File: src/rtl/tea_pkg.sv
// tea_pkg: constants and types shared by the TEA decryption engine.
//   state_t            - control FSM encoding (IDLE/LOADING/PROCESSING/DONE)
//   DELTA              - TEA key-schedule constant
//   NUM_ROUNDS_DEFAULT - default number of TEA cycles
//   sum_init()         - starting sum for decryption, DELTA*n modulo 2^32
//   SUM_INIT           - sum_init() at the default round count
package tea_pkg;

  typedef enum logic [1:0] {
    IDLE       = 2'b00,
    LOADING    = 2'b01,
    PROCESSING = 2'b10,
    DONE       = 2'b11
  } state_t;

  localparam logic [31:0] DELTA              = 32'h9E37_79B9;
  localparam int          NUM_ROUNDS_DEFAULT = 32;

  function automatic logic [31:0] sum_init(input int n);
    return DELTA * 32'(n);
  endfunction

  localparam logic [31:0] SUM_INIT = sum_init(NUM_ROUNDS_DEFAULT);

endpackage

File: src/rtl/tea_dec_round.sv
// tea_dec_round: one combinational TEA decryption cycle.
//   v0, v1   in  32   current half-blocks
//   sum      in  32   current schedule sum
//   key      in  128  k0=[127:96], k1=[95:64], k2=[63:32], k3=[31:0]
//   v0_nxt   out 32   updated v0 (uses the already-updated v1)
//   v1_nxt   out 32   updated v1
//   sum_nxt  out 32   sum - DELTA
module tea_dec_round
  import tea_pkg::*;
(
  input  logic [31:0]  v0,
  input  logic [31:0]  v1,
  input  logic [31:0]  sum,
  input  logic [127:0] key,
  output logic [31:0]  v0_nxt,
  output logic [31:0]  v1_nxt,
  output logic [31:0]  sum_nxt
);

  logic [31:0] k0, k1, k2, k3;

  assign k0 = key[127:96];
  assign k1 = key[95:64];
  assign k2 = key[63:32];
  assign k3 = key[31:0];

  // Exact inverse of the encryptor cycle: undo v1 first, then v0 from new v1.
  assign v1_nxt  = v1 - (((v0 << 4) + k2) ^ (v0 + sum) ^ ((v0 >> 5) + k3));
  assign v0_nxt  = v0 - (((v1_nxt << 4) + k0) ^ (v1_nxt + sum) ^ ((v1_nxt >> 5) + k1));
  assign sum_nxt = sum - DELTA;

endmodule

File: src/rtl/tea_decryptor.sv
// tea_decryptor: TEA block decryption with AXI-Stream in/out, fixed latency.
//   i_clk           in   1    clock
//   i_rst_n         in   1    async active-low reset
//   i_key           in   128  key, captured on input handshake
//   i_axis_valid_s  in   1    ciphertext valid
//   o_axis_ready_s  out  1    ready for ciphertext (IDLE only)
//   i_axis_data_s   in   64   ciphertext {v0, v1}
//   o_axis_valid_m  out  1    plaintext valid
//   i_axis_ready_m  in   1    downstream ready
//   o_axis_data_m   out  64   plaintext {v0, v1}
//
// state      | meaning
// IDLE       | waiting for a ciphertext block, ready_s high
// LOADING    | block and key captured, sum/counter initialised
// PROCESSING | one decryption cycle per clock, NUM_ROUNDS clocks
// DONE       | plaintext presented until the master handshake
module tea_decryptor
  import tea_pkg::*;
#(
  parameter int NUM_ROUNDS = NUM_ROUNDS_DEFAULT
) (
  input  logic         i_clk,
  input  logic         i_rst_n,
  input  logic [127:0] i_key,
  input  logic         i_axis_valid_s,
  output logic         o_axis_ready_s,
  input  logic [63:0]  i_axis_data_s,
  output logic         o_axis_valid_m,
  input  logic         i_axis_ready_m,
  output logic [63:0]  o_axis_data_m
);

  localparam int          CNT_W     = $clog2(NUM_ROUNDS) + 1;
  localparam logic [31:0] SUM_START = sum_init(NUM_ROUNDS);

  state_t             state, next_state;
  logic [31:0]        v0, v1, sum;
  logic [127:0]       key;
  logic [CNT_W-1:0]   round_counter;
  logic [31:0]        v0_nxt, v1_nxt, sum_nxt;
  logic               last_round;

  tea_dec_round u_round (
    .v0      (v0),
    .v1      (v1),
    .sum     (sum),
    .key     (key),
    .v0_nxt  (v0_nxt),
    .v1_nxt  (v1_nxt),
    .sum_nxt (sum_nxt)
  );

  assign o_axis_ready_s = (state == IDLE);
  assign last_round     = (round_counter == CNT_W'(NUM_ROUNDS - 1));

  always_comb begin
    next_state = state;
    case (state)
      IDLE:       if (i_axis_valid_s) next_state = LOADING;
      LOADING:    next_state = PROCESSING;
      PROCESSING: if (last_round) next_state = DONE;
      DONE:       if (i_axis_ready_m) next_state = IDLE;
      default:    next_state = IDLE;
    endcase
  end

  always_ff @(posedge i_clk or negedge i_rst_n) begin
    if (!i_rst_n) begin
      state          <= IDLE;
      v0             <= '0;
      v1             <= '0;
      sum            <= '0;
      key            <= '0;
      round_counter  <= '0;
      o_axis_valid_m <= 1'b0;
      o_axis_data_m  <= '0;
    end else begin
      state <= next_state;
      case (state)
        IDLE: begin
          if (i_axis_valid_s) begin
            v0  <= i_axis_data_s[63:32];
            v1  <= i_axis_data_s[31:0];
            key <= i_key;
          end
        end
        LOADING: begin
          sum           <= SUM_START;
          round_counter <= '0;
        end
        PROCESSING: begin
          v0            <= v0_nxt;
          v1            <= v1_nxt;
          sum           <= sum_nxt;
          round_counter <= round_counter + CNT_W'(1);
          // Output register loads with the final cycle's result so DONE
          // presents it without an extra stage.
          if (last_round) begin
            o_axis_valid_m <= 1'b1;
            o_axis_data_m  <= {v0_nxt, v1_nxt};
          end
        end
        DONE: begin
          if (i_axis_ready_m) o_axis_valid_m <= 1'b0;
        end
        default: ;
      endcase
    end
  end

endmodule

File: config.mk
export PLATFORM = sky130hd
export DESIGN_NAME = tea_decryptor
export DESIGN_NICKNAME = d
export VERILOG_FILES = /design/src/rtl/tea_pkg.sv /design/src/rtl/tea_dec_round.sv /design/src/rtl/tea_decryptor.sv
export SDC_FILE = /design/constraint.sdc
export NUM_CORES = 1
export LEC_CHECK = 0
export BUFFER_PORTS_ARGS = -buffer_cell sky130_fd_sc_hd__buf_2
export CAP_MARGIN = 20
export CORE_MARGIN = 4
export CORE_UTILIZATION = 48
export DETAILED_ROUTE_END_ITERATION = 10
export PLACE_DENSITY = 0.67
export SLEW_MARGIN = 20
export SYNTH_ARGS = -nofsm -noshare
export SYNTH_HDL_FRONTEND = slang
export SYNTH_SLANG_ARGS = --single-unit
File: constraint.sdc
create_clock -name i_clk -period 12.4 [get_ports i_clk]
set_clock_uncertainty 0.2 [all_clocks]
set_input_delay 2.48 -clock i_clk [delete_from_list [all_inputs] [get_ports i_clk]]
set_output_delay 2.48 -clock i_clk [all_outputs]
set_load 0.01 [all_outputs]
== Yosys cells after proc, flatten, opt, wreduce, memory -nomap -nowiden ==
Cells that the tools add are included.
W data, S select, Z words.
Storage, ports and cells
  register bits after elaboration: 297
  input port bits: 196
  logic and storage cells: 51
Cells by class
  equal/unequal tests: 7
  bitwise operators: 4
  $add $sub $neg: 10
  reductions and logical operators: 9
  muxes and demuxes: 13
Operators by type and width (number)
  $pmux W32 S2: 3
  $add A32 B32 Y32: 4
  $xor A32 B32 Y32: 4
  $add A27 B32 Y32: 2
  $mux W32: 2
  $sub A32 B32 Y32: 2
  $sub A32 B32 Y32 const B: 1
  $pmux W6 S2: 1
  $pmux W2 S4: 1
  $add A6 B1 Y6 const B: 1
  $eq A6 B5 Y1 const B: 1
  $mux W2: 3
  $ne A2 B2 Y1 const B: 3
  $reduce_and A2 Y1: 3
  $reduce_and A3 Y1: 2
  $reduce_bool A2 Y1: 3
  $eq A2 B2 Y1 const B: 2
  $eq A2 B1 Y1 const B: 1
  $logic_not A2 Y1: 1
  $mux W1: 2
  $pmux W1 S2: 1

== Depth between registers and ports, before layout ==
  depth after elaboration: 9
  mapped depth: 45

== Modules after synthesis ==
A second synthesis with hierarchy kept.
Second synthesis, totals
  cells, all modules: 2454
  area, all modules: 23836.6 um2
By module, submodules not included
  tea_dec_round: sequential area each 0.0 um2, times used 1, cells each 1578, area an instance 12030.3 um2
  tea_decryptor: sequential area each 7432.1 um2, times used 1, cells each 876, area an instance 11806.3 um2

== Worst setup path after synthesis ==
No wires, ideal clock.
  path type: register -> register
  start: register v0[5]
  end: register v0[31]
  data required time: 12082 ps
  arrival time: 8368 ps
  buffers on the path: 0
  cell stages (with the launch flop): 44
  setup slack: 3714 ps
  cell sequence: dfrtp_1 > ha_1 > fa_1 > a21o_2 > a21oi_1 > o21bai_1 > o31ai_1 > o21ai_0 > a21oi_1 > xor2_1 > xnor2_1 > xnor2_1 > ha_1 > nand2_1 > nor2_1 > nand3_1 > nor4b_1 > o21a_1 > [... 8 more ...] > o21ai_0 > or3_1 > o21ai_1 > a31oi_1 > o41ai_1 > nor2_1 > o21ai_0 > xnor2_1 > xnor2_1 > ha_1 > a21oi_1 > o21bai_1 > a221oi_1 > xnor3_1 > xnor3_1 > xnor3_1 > a21oi_1 > a21o_1
Between the ends
  word-level cells in the longest chain between the ends: 9
  elaborated cells between the ends (all ways): 13
  classes of those cells: add/sub: 8; mux: 1; bitwise: 4
Ends and longest elaborated chain
  start, declared: RTL line tea_decryptor.sv:37  | logic [31:0] v0, v1, sum;
  start signal, assigned: RTL line tea_decryptor.sv:82  | v0 <= i_axis_data_s[63:32];
  start signal, assigned: RTL line tea_decryptor.sv:92  | v0 <= v0_nxt;
  $add A32 B32 Y32: RTL line tea_dec_round.sv:28  | assign v1_nxt = v1 - (((v0 << 4) + k2) ^ (v0 + sum) ^ ((v0 >> 5) + k3));
  $xor A32 B32 Y32: RTL line tea_dec_round.sv:28
  $xor A32 B32 Y32 (*): RTL line tea_dec_round.sv:28
  $sub A32 B32 Y32 (*): RTL line tea_dec_round.sv:28
  via u_round.v1_nxt[16]: RTL line tea_dec_round.sv:16  | output logic [31:0] v1_nxt,
  $add A32 B32 Y32: RTL line tea_dec_round.sv:29  | assign v0_nxt = v0 - (((v1_nxt << 4) + k0) ^ (v1_nxt + sum) ^ ((v1_nxt >> 5) + k1));
  $xor A32 B32 Y32: RTL line tea_dec_round.sv:29
  $xor A32 B32 Y32 (*): RTL line tea_dec_round.sv:29
  $sub A32 B32 Y32 (*): RTL line tea_dec_round.sv:29
  $pmux W32 S2 (*): RTL line tea_decryptor.sv:79  | case (state)
Mark *: on every way through the listed nets, which the timed path passes. The rest lies on a longest branch.
A chain may end at the register's enable or synchronous reset.

== Worst setup path in the final report ==
Same ends and word-level chain as after synthesis.

==> summary.txt <==
Synth
  – Syn_area_per_cell: 9.45 sq um
  – Post-synth EDFFs: 0
  – Synth area leaders: dfrtp_1 (31%), ha_1 (13%), xnor2_1 (11%)
  – Syn Inst Count: about 2,500
  – Synth async-reset ratio: 100%
  – Commonest cells post-synth: dfrtp_1 (297), xnor2_1 (291), ha_1 (244)
  – Largest area contributor in the netlist: dfrtp_1
  – Synth top area share: 30.9%
  – Post-synth net total: roughly 3,000
  – Sequential area share after synthesis: 30.9%
  – Synth Flop Type: dfrtp_1
  – Ys Warns: 0
  – Cell with the most instances after synthesis: dfrtp_1
  – Post-Syn Area: 24,100 sq um
  – Library cells used by synthesis: 84
  – Seq cells post-synth: 297

Global routing
  – Pin count of the biggest net entering global routing: 118
  – Vias in the first global route: 20,800
  – Overall Global Routing Usage: 28.0%
  – Initial antenna violation count: 0
  – Global-route wire length before repair: 118 mm
  – Global route overflow: 0

CTS
  – Later-pin clock latency in the skew report: 0.57 ns
  – CTS H-tree depth: 2
  – Resize count post-CTS: 0
  – Num CTS Buffers: 37
  – CTS tree: done
  – Clock buffer depth: 3
  – CTS Hold Bufs: 0
  – Post-CTS setup buffers: 0
  – Clk sinks: 297
  – Clock Pin Slew Worst Setup and Hold Paths: 0.06 ns
  – Root Buffer: clkbuf_16

Placed design
  – Gpl congestion: 0.940
  – Detailed Place HPWL: 59.9 mm
  – Port bufs: 261

STA
  – Final hold viol count: 0
  – # setup viols final: 0
  – Worst slew pin tran: roughly 1.1 ns
  – Fin. max-slew vios: 0
  – Tcrit/Tclk final: a little under nine tenths
  – Unrepaired setup endpoints after global routing: no
  – Final Critical Period: 10.55 ns
  – Fmax achieved: 94.8 MHz
  – Slew margin rel.: 26.9%
  – Setup tns final: 0 ns

Detailed routing
  – Total routed wirelength: 76.9 mm
  – DRT Pass-1 Iters: 6
  – Vias: 20,800
  – Final ANT Viol Nets: 0
  – Drt initial violations: ~1,800
  – DRC errors left: 0
  – Vias per Instance: approximately 6
  – WL/cell: 22.0 microns

Final layout
  – Layout area overhead: 13.6%
  – Fill count: about 4,400
  – N_diodes: 0
  – Final net count: around 3,300
  – Layout cells sized above 1: 19.6%

Status
  – Run status: finished clean

Floorplanning
  – Die Ht: between 200 and 250 microns
  – Starting Density: 48.9%
  – Die area: 53,800 sq um
  – DIE WIDTH: 232 microns
  – Core area: 49,300 sq um
  – Row count: between 80 and 90
  – I/O pins: 262

Worst setup path
  – CP Max Fanout: 5
  – CP endpoint kind: flop
  – CP max stage cell: xnor2_1
  – Slowest stage delay, CP: 0.63 ns
  – WP buf/inv: 0
  – CP Data Required Time: 12.65 ns
  – Critical Path AT: ~11 ns
  – Largest delay contributor family on the critical path: compound AO/OA/AOI/OAI gates
  – Reg2reg path depth: 43
  – WS Path Type: flop to flop
  – Worst setup SP type: flop
  – Worst path depth: 43

Flow run
  – # Max-Cap Violations: 0

Worst hold path
  – Hold Path Class: flop to flop
  – WHS Path Cells: 2
## kinds of logic (layout without fill, tap and decap cells)
group	after synthesis	after routing	synth area share, %
DFF	297	297	30.9
AOI/OAI and AO/OA	758	758	19.9
xor gates and xnor gates	358	358	13.3
buffers and inverters	129	416	2.03
and+or+nand+nor	528	528	10.2
muxes	226	226	10.3
adders and majority gates	252	252	13.3
## worst register-to-register path: cells and delay by family, from the launching register on
family	cells	cell delay [ns]
AOI/OAI and AO/OA	20	4.14
xor gates and xnor gates	9	2.39
adders and majority gates	5	1.82
and+or+nand+nor	9	1.47
DFF	1	0.44
## through the flow
stage / cells / setup slack (ns) / area, sq um / hold WS (ns) / util, %
after floorplan: 2548 / 3.71 / 24100 / 0.250 / -
after global placement: 3434 / 2.30 / 26200 / 0.261 / 53.2
after detailed placement: 3434 / 2.00 / 26200 / 0.273 / 53.2
after CTS: 3499 / 1.97 / 27400 / 0.286 / 55.6
after global routing: 3499 / 1.10 / 27400 / 0.309 / 55.6
final: 3499 / 1.85 / 27400 / 0.288 / 55.6
## state kept, by name (all words and copies together), names as in the netlist
signal,count
v0,32
v1,32
round_counter,6
key,128
sum,32
o_axis_valid_m,1
state,2
o_axis_data_m,64
## final timing paths
check                                  start           endpoint  slack [ns]
min                        o_axis_data_m[40]  o_axis_data_m[40]        0.29
max in group asynchronous            i_rst_n            key[88]        7.99
max reg2reg                            v0[5]             v0[31]        1.85
min reg2reg                o_axis_data_m[40]  o_axis_data_m[40]        0.29
min in group asynchronous            i_rst_n            key[38]        1.79
max                                    v0[5]             v0[31]        1.85
## layout make-up
| type | instances | area [sq um] | area share [%] |
|---|---|---|---|
| Multi-Input combinational cell | 2122 | 16200 | 59.2 |
| Sequential cell | 297 | 7430 | 27.2 |
| Timing Repair Buffer | 281 | 1470 | 5.37 |
| Clock buffer | 50 | 1040 | 3.79 |
| Tap cell | 664 | 831 | 3.04 |
| Inverter | 70 | 263 | 0.960 |
| Clock inverter | 15 | 144 | 0.526 |
## metal layers
layer	global-route usage, %	up-vias	wire length, microns
li1	-	9772	-
met1	40.5	10100	35000
met2	43.7	805	33600
met3	4.65	123	6260
met4	7.55	0	2080
met5	0	-	0
## placed cells by master (no fill, tap or decap), types with 61 or more instances in the layout
cell type,instances
dfrtp_1,297
xnor2_1,291
buf_2,260
ha_1,243
a21oi_1,233
nand2_1,197
o21ai_0,190
mux2_2,178
nor2_1,124
a21o_1,120
inv_1,69
xor2_1,61
Power is not shown: default switching activity piles up to over one toggle a cycle in this logic, so the estimate is an artifact.
